--- src/rtl/ram_ctrl_pkg.sv ---
// Shared definitions for the parity RAM initiator: FSM encoding and error-counter helpers.
package ram_ctrl_pkg;

    localparam logic [2:0] S_IDLE   = 3'd0;
    localparam logic [2:0] S_ADDR   = 3'd1;
    localparam logic [2:0] S_ACCESS = 3'd2;
    localparam logic [2:0] S_WAIT   = 3'd3;
    localparam logic [2:0] S_RESP   = 3'd4;

    localparam int unsigned PERR_CNT_W = 8;

    function automatic logic [PERR_CNT_W-1:0] sat_inc(input logic [PERR_CNT_W-1:0] v);
        return (&v) ? v : v + 1'b1;
    endfunction

endpackage

--- src/rtl/ram_ctrl.sv ---
// Host-side initiator for the parity RAM: sequences address/dout pipeline stages,
// captures read data, checks parity and returns read responses over valid/ready.
module ram_ctrl
    import ram_ctrl_pkg::*;
#(
    parameter int unsigned MEM_WIDTH     = 16,
    parameter int unsigned ADDR_SIZE     = 10,
    parameter string       ADDR_PIPELINE = "FALSE",
    parameter string       DOUT_PIPELINE = "TRUE",
    parameter bit          PARITY_ENABLE = 1'b1
) (
    input  logic                  clk_i,
    input  logic                  rst_ni,
    input  logic                  req_valid_i,
    output logic                  req_ready_o,
    input  logic                  req_wr_i,
    input  logic [ADDR_SIZE-1:0]  req_addr_i,
    input  logic [MEM_WIDTH-1:0]  req_wdata_i,
    output logic                  rsp_valid_o,
    input  logic                  rsp_ready_i,
    output logic [MEM_WIDTH-1:0]  rsp_data_o,
    output logic                  rsp_perr_o,
    output logic [PERR_CNT_W-1:0] perr_cnt_o,
    output logic [MEM_WIDTH-1:0]  ram_din_o,
    output logic [ADDR_SIZE-1:0]  ram_addr_o,
    output logic                  ram_wr_en_o,
    output logic                  ram_rd_en_o,
    output logic                  ram_blk_select_o,
    output logic                  ram_addr_en_o,
    output logic                  ram_dout_en_o,
    input  logic [MEM_WIDTH-1:0]  ram_dout_i,
    input  logic                  ram_parity_out_i
);

    localparam bit AP = (ADDR_PIPELINE == "TRUE");
    localparam bit DP = (DOUT_PIPELINE == "TRUE");

    logic [2:0]            state_q, state_d;
    logic [1:0]            wait_q, wait_d;
    logic                  wr_q, wr_d;
    logic [ADDR_SIZE-1:0]  addr_q, addr_d;
    logic [MEM_WIDTH-1:0]  din_q, din_d;
    logic [MEM_WIDTH-1:0]  rsp_data_q, rsp_data_d;
    logic                  rsp_perr_q, rsp_perr_d;
    logic [PERR_CNT_W-1:0] perr_cnt_q, perr_cnt_d;
    logic                  perr_now;

    logic req_ready_q, req_ready_d;
    logic rsp_valid_q, rsp_valid_d;
    logic wr_en_q, wr_en_d;
    logic rd_en_q, rd_en_d;
    logic blk_q, blk_d;
    logic addr_en_q, addr_en_d;
    logic dout_en_q, dout_en_d;

    always_comb begin
        state_d    = state_q;
        wait_d     = wait_q;
        wr_d       = wr_q;
        addr_d     = addr_q;
        din_d      = din_q;
        rsp_data_d = rsp_data_q;
        rsp_perr_d = rsp_perr_q;
        perr_cnt_d = perr_cnt_q;
        perr_now   = 1'b0;

        case (state_q)
            S_IDLE: begin
                if (req_valid_i && req_ready_q) begin
                    wr_d    = req_wr_i;
                    addr_d  = req_addr_i;
                    din_d   = req_wdata_i;
                    state_d = AP ? S_ADDR : S_ACCESS;
                end
            end
            S_ADDR: state_d = S_ACCESS;
            S_ACCESS: begin
                state_d = wr_q ? S_IDLE : S_WAIT;
                wait_d  = {1'b0, DP};
            end
            S_WAIT: begin
                if (wait_q == 2'd0) begin
                    // Last wait cycle: dout is valid at this edge.
                    state_d    = S_RESP;
                    perr_now   = PARITY_ENABLE && (ram_parity_out_i != ~^ram_dout_i);
                    rsp_data_d = ram_dout_i;
                    rsp_perr_d = perr_now;
                    if (perr_now) perr_cnt_d = sat_inc(perr_cnt_q);
                end else begin
                    wait_d = wait_q - 2'd1;
                end
            end
            S_RESP: begin
                if (rsp_valid_q && rsp_ready_i) state_d = S_IDLE;
            end
            default: state_d = S_IDLE;
        endcase

        // Outputs are registered from the next state so they line up with state_q.
        req_ready_d = (state_d == S_IDLE);
        blk_d       = (state_d == S_ACCESS);
        wr_en_d     = blk_d && wr_d;
        rd_en_d     = blk_d && !wr_d;
        addr_en_d   = (state_d == S_ADDR) || (state_d == S_ACCESS);
        dout_en_d   = DP && (state_d == S_WAIT) && (wait_d != 2'd0);
        rsp_valid_d = (state_d == S_RESP);
    end

    always_ff @(posedge clk_i) begin
        if (!rst_ni) begin
            state_q     <= S_IDLE;
            wait_q      <= 2'd0;
            wr_q        <= 1'b0;
            addr_q      <= '0;
            din_q       <= '0;
            rsp_data_q  <= '0;
            rsp_perr_q  <= 1'b0;
            perr_cnt_q  <= '0;
            req_ready_q <= 1'b1;
            rsp_valid_q <= 1'b0;
            wr_en_q     <= 1'b0;
            rd_en_q     <= 1'b0;
            blk_q       <= 1'b0;
            addr_en_q   <= 1'b0;
            dout_en_q   <= 1'b0;
        end else begin
            state_q     <= state_d;
            wait_q      <= wait_d;
            wr_q        <= wr_d;
            addr_q      <= addr_d;
            din_q       <= din_d;
            rsp_data_q  <= rsp_data_d;
            rsp_perr_q  <= rsp_perr_d;
            perr_cnt_q  <= perr_cnt_d;
            req_ready_q <= req_ready_d;
            rsp_valid_q <= rsp_valid_d;
            wr_en_q     <= wr_en_d;
            rd_en_q     <= rd_en_d;
            blk_q       <= blk_d;
            addr_en_q   <= addr_en_d;
            dout_en_q   <= dout_en_d;
        end
    end

    assign req_ready_o      = req_ready_q;
    assign rsp_valid_o      = rsp_valid_q;
    assign rsp_data_o       = rsp_data_q;
    assign rsp_perr_o       = rsp_perr_q;
    assign perr_cnt_o       = perr_cnt_q;
    assign ram_din_o        = din_q;
    assign ram_addr_o       = addr_q;
    assign ram_wr_en_o      = wr_en_q;
    assign ram_rd_en_o      = rd_en_q;
    assign ram_blk_select_o = blk_q;
    assign ram_addr_en_o    = addr_en_q;
    assign ram_dout_en_o    = dout_en_q;

endmodule

--- config.mk ---
export PLATFORM = sky130hd
export DESIGN_NAME = ram_ctrl
export DESIGN_NICKNAME = d
export VERILOG_FILES = /design/src/rtl/ram_ctrl_pkg.sv /design/src/rtl/ram_ctrl.sv
export SDC_FILE = /design/constraint.sdc
export NUM_CORES = 1
export LEC_CHECK = 0
export CORE_UTILIZATION = 40
export CTS_BUF_LIST = sky130_fd_sc_hd__clkbuf_8
export DETAILED_ROUTE_END_ITERATION = 7
export PLACE_DENSITY = 0.89
export SLEW_MARGIN = 20
export SYNTH_ARGS = -nofsm -noshare
export SYNTH_HDL_FRONTEND = slang
export SYNTH_SLANG_ARGS = --single-unit
--- constraint.sdc ---
create_clock -name clk_i -period 2.1 [get_ports clk_i]
set_clock_uncertainty 0.2 [all_clocks]
set_input_delay 0.21 -clock clk_i [delete_from_list [all_inputs] [get_ports clk_i]]
set_output_delay 0.21 -clock clk_i [all_outputs]
set_load 0.02 [all_outputs]
==> reports/results.ini, run 1 <==
[timing]
setup_viol=0
finalHoldViolations=1
drv_slew=0
worstMarginPinSlew_ps=540.7
whs_ps=-1.588
fmax_mhz=492.2
final.period_utilization_pct=96.75
rsz0062_at_grt=false
period_needed_ps=2032
relSlewSlack_pct=63.95

[detailed_routing]
ant_nets=0
wl_per_cell_um=13.32
dr_total_vias=2442
drc=0
viasPerCell=4.963
drt_iter0_drc=65
drt-total-wl_mm=6.552
dr.pass1.iters=4

[grt]
antenna_found_initial=0
grt_pass1_vias=2365
grt_use_total_pct=19.40
grt_pass1_wl_mm=9.901
overflow=0
grt_max_degree=35

[place]
hpwl_mm=4.495
gp_congestion=0.8081
io_buffers=105

[clock_network]
h-tree-depth=3
numClockSinks=64
clkLatencyLatePin_ps=330
clk_pin_slew_ps=70
clockBufferDepth=2
tritoncts=built
root_buffer=clkbuf_8
numCtsBuffers=9

[pwr]
powerDensity_nw_per_um2=1020
p_leak_nw=1.604
ir_worst_vdd_mv=0.7395

[yosys]
avgSynthCellArea_um2=8.965
yosys-top-cells-area=dfxtp_1 (49%), nand2_1 (14%), a21boi_0 (12%)
yosysWarnings=0
syn_nets=340
syn-instance-count=291
synth_edf_count=0
synth_cell_types=33
async_flop_share_pct=0
synth_top_area_share_pct=49.11
ys.flop_type=dfxtp_1
syn_area_um2=2609
synth_seq_area_share_pct=49.11
synth_top_area_cell=dfxtp_1
ys_ff_latch=64
yosysMostFrequentCell=nand2_1
synth_common_cells=nand2_1 (100), dfxtp_1 (64), a21boi_0 (43)

[critical_path]
rr_worst_depth=5
critPathArrivalTime_ps=2100
crit_required_ps=2160
r2r-start=state_q[2]$_SDFF_PN0_
crit_fanout=7
critical_path_class=input pin to register
crit_path_end_kind=register
ff2ff_setup_slack_ps=200
critPathLaunchType=input pin
reg2reg_to=perr_cnt_o[7]$_SDFFE_PN0P_

[floorplanning]
die_h_um=82.76
die_x_um=82.76
fp.dieArea_um2=6849
num_io_pins=106
start_util_pct=41.32
coreArea_um2=6314
rows=29

[job]
cap_violations=0

[cells_and_area]
layout-drive-gt1-share_pct=11.81
num_antenna_cells=0
fin_util_pct=65.95
nets=459
areaGrowthSynthToFinish_pct=59.62
fillerInstances=495

[worst_hold_path]
hp-start=ram_dout_i[15]
min_path_cells=3
hold_path_end=rsp_data_o[15]$_SDFFE_PN0P_
hp-class=input pin to register

[outcome]
status=finished, violations left
violations=hold timing

power breakdown:
part           internal (mW)  total (mW)  leakage, nW  switching (mW)
Combinational          0.679        1.37        0.958           0.695
Sequential              1.39        1.48        0.521          0.0889
Clock                  0.910        1.39        0.126           0.481
metrics by stage:
stage               TNS [ps]  power [mW]  instance area [um^2]  std cells  worst slack (ps)
finish                     0       4.246                  4164        492             68.18
global route               0       4.469                  4164        492            0.1970
CTS                   -56.91       4.249                  4086        489            -26.23
detailed placement     -4587       2.842                  3796        471            -606.9
global placement       -3818       2.797                  3796        471            -516.3
floorplan                  0       2.217                  2609        291             63.56
cell type report:
type | instances | area [um^2] | area share [%]
Multi-Input combinational cell | 211 | 1301 | 31.25
Sequential cell | 64 | 1281 | 30.77
Timing Repair Buffer | 124 | 1217 | 29.24
Clock inverter | 7 | 143.9 | 3.456
Clock buffer | 9 | 123.9 | 2.975
Tap cell | 77 | 96.34 | 2.314
cells in the final DEF, fill, tap and decap left out, types with 3 or more instances in the layout:
cell type / netlist / final
a21boi_0: 43 / 42
a21boi_1: 3 / 3
a21oi_1: 4 / 4
and2_1: 3 / 3
buf_4: 0 / 15
bufinv_16: 0 / 4
clkbuf_8: 2 / 9
clkdlybuf4s50_1: 0 / 88
dfxtp_1: 64 / 64
dlygate4sd2_1: 0 / 3
dlygate4sd3_1: 0 / 3
dlymetal6s2s_1: 0 / 8
mux2i_1: 3 / 3
nand2_1: 100 / 100
nand3_1: 4 / 4
nor2_1: 3 / 3
nor2b_1: 4 / 4
o21ai_0: 4 / 4
o31ai_1: 4 / 4
or4_1: 4 / 3
xnor2_1: 8 / 3
xnor2_2: 0 / 5
layer usage:
layer / vias to the layer above / track usage [%] / wire length (um)
met2: 71 / 35.49 / 3439
met1: 1141 / 20.47 / 2683
met5: - / 0 / 0
met4: 0 / 10.52 / 101
met3: 10 / 4.286 / 327
li1: 1220 / - / -
cell families (layout without fill, tap and decap cells):
logic type / after synthesis / after routing / synth area share (%)
adders and majority gates: 1 / 1 / 0.4795
muxes: 3 / 3 / 1.151
and+or+nand+nor: 130 / 130 / 21.97
AOI/OAI and AO/OA: 65 / 65 / 17.99
buffers and inverters: 16 / 140 / 3.118
DFF: 64 / 64 / 49.11
xor gates and xnor gates: 12 / 12 / 6.187
sequential cells by signal, indices dropped and copies added (netlist names), 2 cells and up:
name / count
ram_addr_o: 10
state_q: 3
ram_din_o: 16
wait_q: 2
perr_cnt_o: 8
rsp_data_o: 16
worst max path at each step:
stage	start	end	slack (ps)	depth (start not counted)
after detailed placement	ram_dout_i[1]	perr_cnt_o[4]$_SDFFE_PN0P_	-610	6
after global placement	ram_dout_i[0]	perr_cnt_o[7]$_SDFFE_PN0P_	-520	6
final	ram_dout_i[14]	perr_cnt_o[7]$_SDFFE_PN0P_	70	6
after global routing	ram_dout_i[14]	perr_cnt_o[7]$_SDFFE_PN0P_	0.2	6
after floorplan	ram_dout_i[0]	perr_cnt_o[5]$_SDFFE_PN0P_	60	5
after CTS	ram_dout_i[14]	perr_cnt_o[7]$_SDFFE_PN0P_	-30	6
worst max-delay path, cell delays in order:
cell	delay, ps
buf_6	70
xnor3_2	390
xnor3_1	410
xnor3_2	330
or4_1	530
a21boi_1	160
timing repair:
action | 4_1_cts | 5_1_grt
hold endpoints to repair | 1 | 2
pin swaps | 14 | 9
setup endpoints to repair | 8 | 7
hold buffers | 1 | 2
gates resized for setup | 20 | 18
buffers inserted | 1 | 1
No activity file was read; power rests on OpenSTA's default activity.
==> inputs of run 2 (changes only) <==
--- a/config.mk
+++ b/config.mk
@@ -8,6 +8,7 @@
 export CORE_UTILIZATION = 40
 export CTS_BUF_LIST = sky130_fd_sc_hd__clkbuf_8
 export DETAILED_ROUTE_END_ITERATION = 7
+export MAX_ROUTING_LAYER = met4
 export PLACE_DENSITY = 0.89
 export SLEW_MARGIN = 20
 export SYNTH_ARGS = -nofsm -noshare
==> run 2 against run 1 <==
  * The run still ends with hold timing left
  * Highest routed layer unchanged
  * Non-clock buffer count unchanged
  * Cell count did not move
  * Die area stayed put
  * Critical endpoint unchanged
  * Sequential share of layout area did not move
==> reports/results.ini, run 2 (synthesis results as in run 1) <==
[clock_network]
tritoncts=built
clk_pin_slew_ps=70  ; about the same
h-tree-depth=3  ; unchanged
numClockSinks=64  ; unchanged
clockBufferDepth=2  ; unchanged
numCtsBuffers=9  ; unchanged
clkLatencyLatePin_ps=330  ; about the same
root_buffer=clkbuf_8

[pwr]
pwr-share-comb_pct=32.4  ; about the same
switching_share_pct=29.84  ; +0.045 points
powerDensity_nw_per_um2=1020  ; about the same
p_int_mw=2.981  ; about the same
ir_worst_vdd_mv=0.7392  ; about the same
p_switching_mw=1.268  ; +0.22%
p_leak_nw=1.604  ; unchanged
pwr-share-seq_pct=34.8  ; about the same
clockPowerShare_pct=32.8  ; about the same

[cells_and_area]
nets=459  ; unchanged
mostFrequentLayoutCells=nand2_1 (100), clkdlybuf4s50_1 (88), dfxtp_1 (64)
num_antenna_cells=0  ; unchanged
fin_cells=492  ; unchanged
areaGrowthSynthToFinish_pct=59.62  ; unchanged
layout-drive-gt1-share_pct=11.81  ; unchanged
layout_commonest_cell=nand2_1

[place]
io_buffers=105  ; unchanged
place_inst=471  ; unchanged
hpwl_mm=4.495  ; unchanged
gp_congestion=0.8200  ; +1.5%

[floorplanning]
fp.dieArea_um2=6849  ; unchanged
die_h_um=82.76  ; unchanged
rows=29  ; unchanged
coreArea_um2=6314  ; unchanged
die_x_um=82.76  ; unchanged
start_util_pct=41.32  ; unchanged
num_io_pins=106  ; unchanged

[critical_path]
critPathArrivalTime_ps=2100  ; about the same
ff2ff_setup_slack_ps=210  ; about the same
cp_common_cell=xnor3_2
cpMaxStageDelayCell=or4_1
startpoint=ram_dout_i[14]
path_depth=6  ; unchanged
crit_family=XOR/XNOR gates
crit_buf_inv=1  ; unchanged
crit_path_end_kind=register
r2r-start=state_q[2]$_SDFF_PN0_
crit_required_ps=2160  ; about the same
reg2reg_to=perr_cnt_o[7]$_SDFFE_PN0P_
rr_worst_depth=5  ; unchanged
worstPathCellList=buf_6, xnor3_2, xnor3_1, xnor3_2, or4_1, a21boi_1
critPathLaunchType=input pin
endpoint=perr_cnt_o[7]$_SDFFE_PN0P_
crit_fanout=7  ; unchanged
critical_path_class=input pin to register
max_stage_delay_ps=530  ; about the same

[detailed_routing]
wl_met1_mm=2.701  ; +0.67%
routed-wl-met2_mm=3.442  ; about the same
wl_per_cell_um=13.36  ; +0.32%
top_layer=met4
drt-total-wl_mm=6.573  ; +0.32%
viasPerCell=4.965  ; about the same
ant_nets=0  ; unchanged
drc=0  ; unchanged
dr_wl_met3_um=326  ; -0.31%
dr_total_vias=2443  ; +0.041%
drt_iter0_drc=48  ; -26%
dr.pass1.iters=4  ; unchanged

[job]
cap_violations=0  ; unchanged

[timing]
fmax_mhz=491.3  ; -0.18%
final.period_utilization_pct=96.93  ; +0.17 points
setup_viol=0  ; unchanged
finalHoldViolations=1  ; unchanged
rsz0062_at_grt=false
period_needed_ps=2035  ; +3.666 ps
worstMarginPinSlew_ps=535.7  ; -5.008 ps
whs_ps=-2.378  ; -0.7896 ps
relSlewSlack_pct=64.28  ; +0.33 points
drv_slew=0  ; unchanged

[outcome]
violations=hold timing
status=finished, violations left

[grt]
grt_max_degree=35  ; unchanged
grt_use_total_pct=19.95  ; +0.55 points
antenna_found_initial=0  ; unchanged
grt_pass1_vias=2366  ; +0.042%
overflow=0  ; unchanged
grt_pass1_wl_mm=9.894  ; about the same

[worst_hold_path]
hp-class=input pin to register

==> run 2: worst min path at each step <==
stage / startpoint / end / depth (start not counted)
after floorplan: rst_ni / state_q[0]$_SDFF_PN0_ / 1
after global placement: wait_q[1]$_SDFF_PN0_ / wait_q[1]$_SDFF_PN0_ / 2
after detailed placement: ram_addr_o[0]$_SDFFE_PN0P_ / ram_addr_o[0]$_SDFFE_PN0P_ / 2
after CTS: ram_dout_i[14] / rsp_data_o[14]$_SDFFE_PN0P_ / 4
after global routing: ram_dout_i[15] / rsp_data_o[15]$_SDFFE_PN0P_ / 3
final: ram_dout_i[15] / rsp_data_o[15]$_SDFFE_PN0P_ / 3
==> run 2: per-stage QoR <==
stage                     total power, mW  area [um^2]  util (%)  TNS [ps]  setup slack [ps]
after floorplan                     2.217         2609         -         0             63.56
after CTS                           4.249         4086     64.72    -56.91            -26.23
final                               4.249         4164     65.95         0             64.52
after global placement              2.797         3796     60.13     -3818            -516.3
after global routing                4.469         4164     65.95         0            0.1825
after detailed placement            2.842         3796     60.13     -4587            -606.9
==> run 2: area by class of cell <==
cell class                      instances  area [um^2]
Clock buffer                            9        123.9
Clock inverter                          7        143.9
Fill cell                             495         2150
Multi-Input combinational cell        211         1301
Sequential cell                        64         1281
Tap cell                               77        96.34
Timing Repair Buffer                  124         1217
==> run 2: tightest hold or removal path, delay by kind of cell <==
kind / cells / cell delay, ps
AOI/OAI and AO/OA: 1 / 60
buffers and inverters: 1 / 150
and+or+nand+nor: 1 / 60
==> run 2: repair_timing <==
action | in CTS | in global routing
endpoints found under the setup margin | 8 | 7
hold buffers | 1 | 2
pin swaps | 14 | 9
setup buffers | 1 | 1
endpoints found under the hold margin | 1 | 2
resized for setup | 20 | 18
==> run 2: metal layers <==
metal | GRT usage, % | vias up
met3 | 4.286 | 10
met1 | 20.47 | 1144
met2 | 35.49 | 69
li1 | - | 1220
met5 | - | -
met4 | 10.52 | 0
==> run 2: power groups by stage <==
stage,clock [mW],combinational [mW],sequential [mW]
floorplan,0,0.520,1.70
global placement,0,1.30,1.50
detailed placement,0,1.34,1.51
CTS,1.42,1.35,1.48
global route,1.47,1.49,1.51
finish,1.39,1.37,1.48
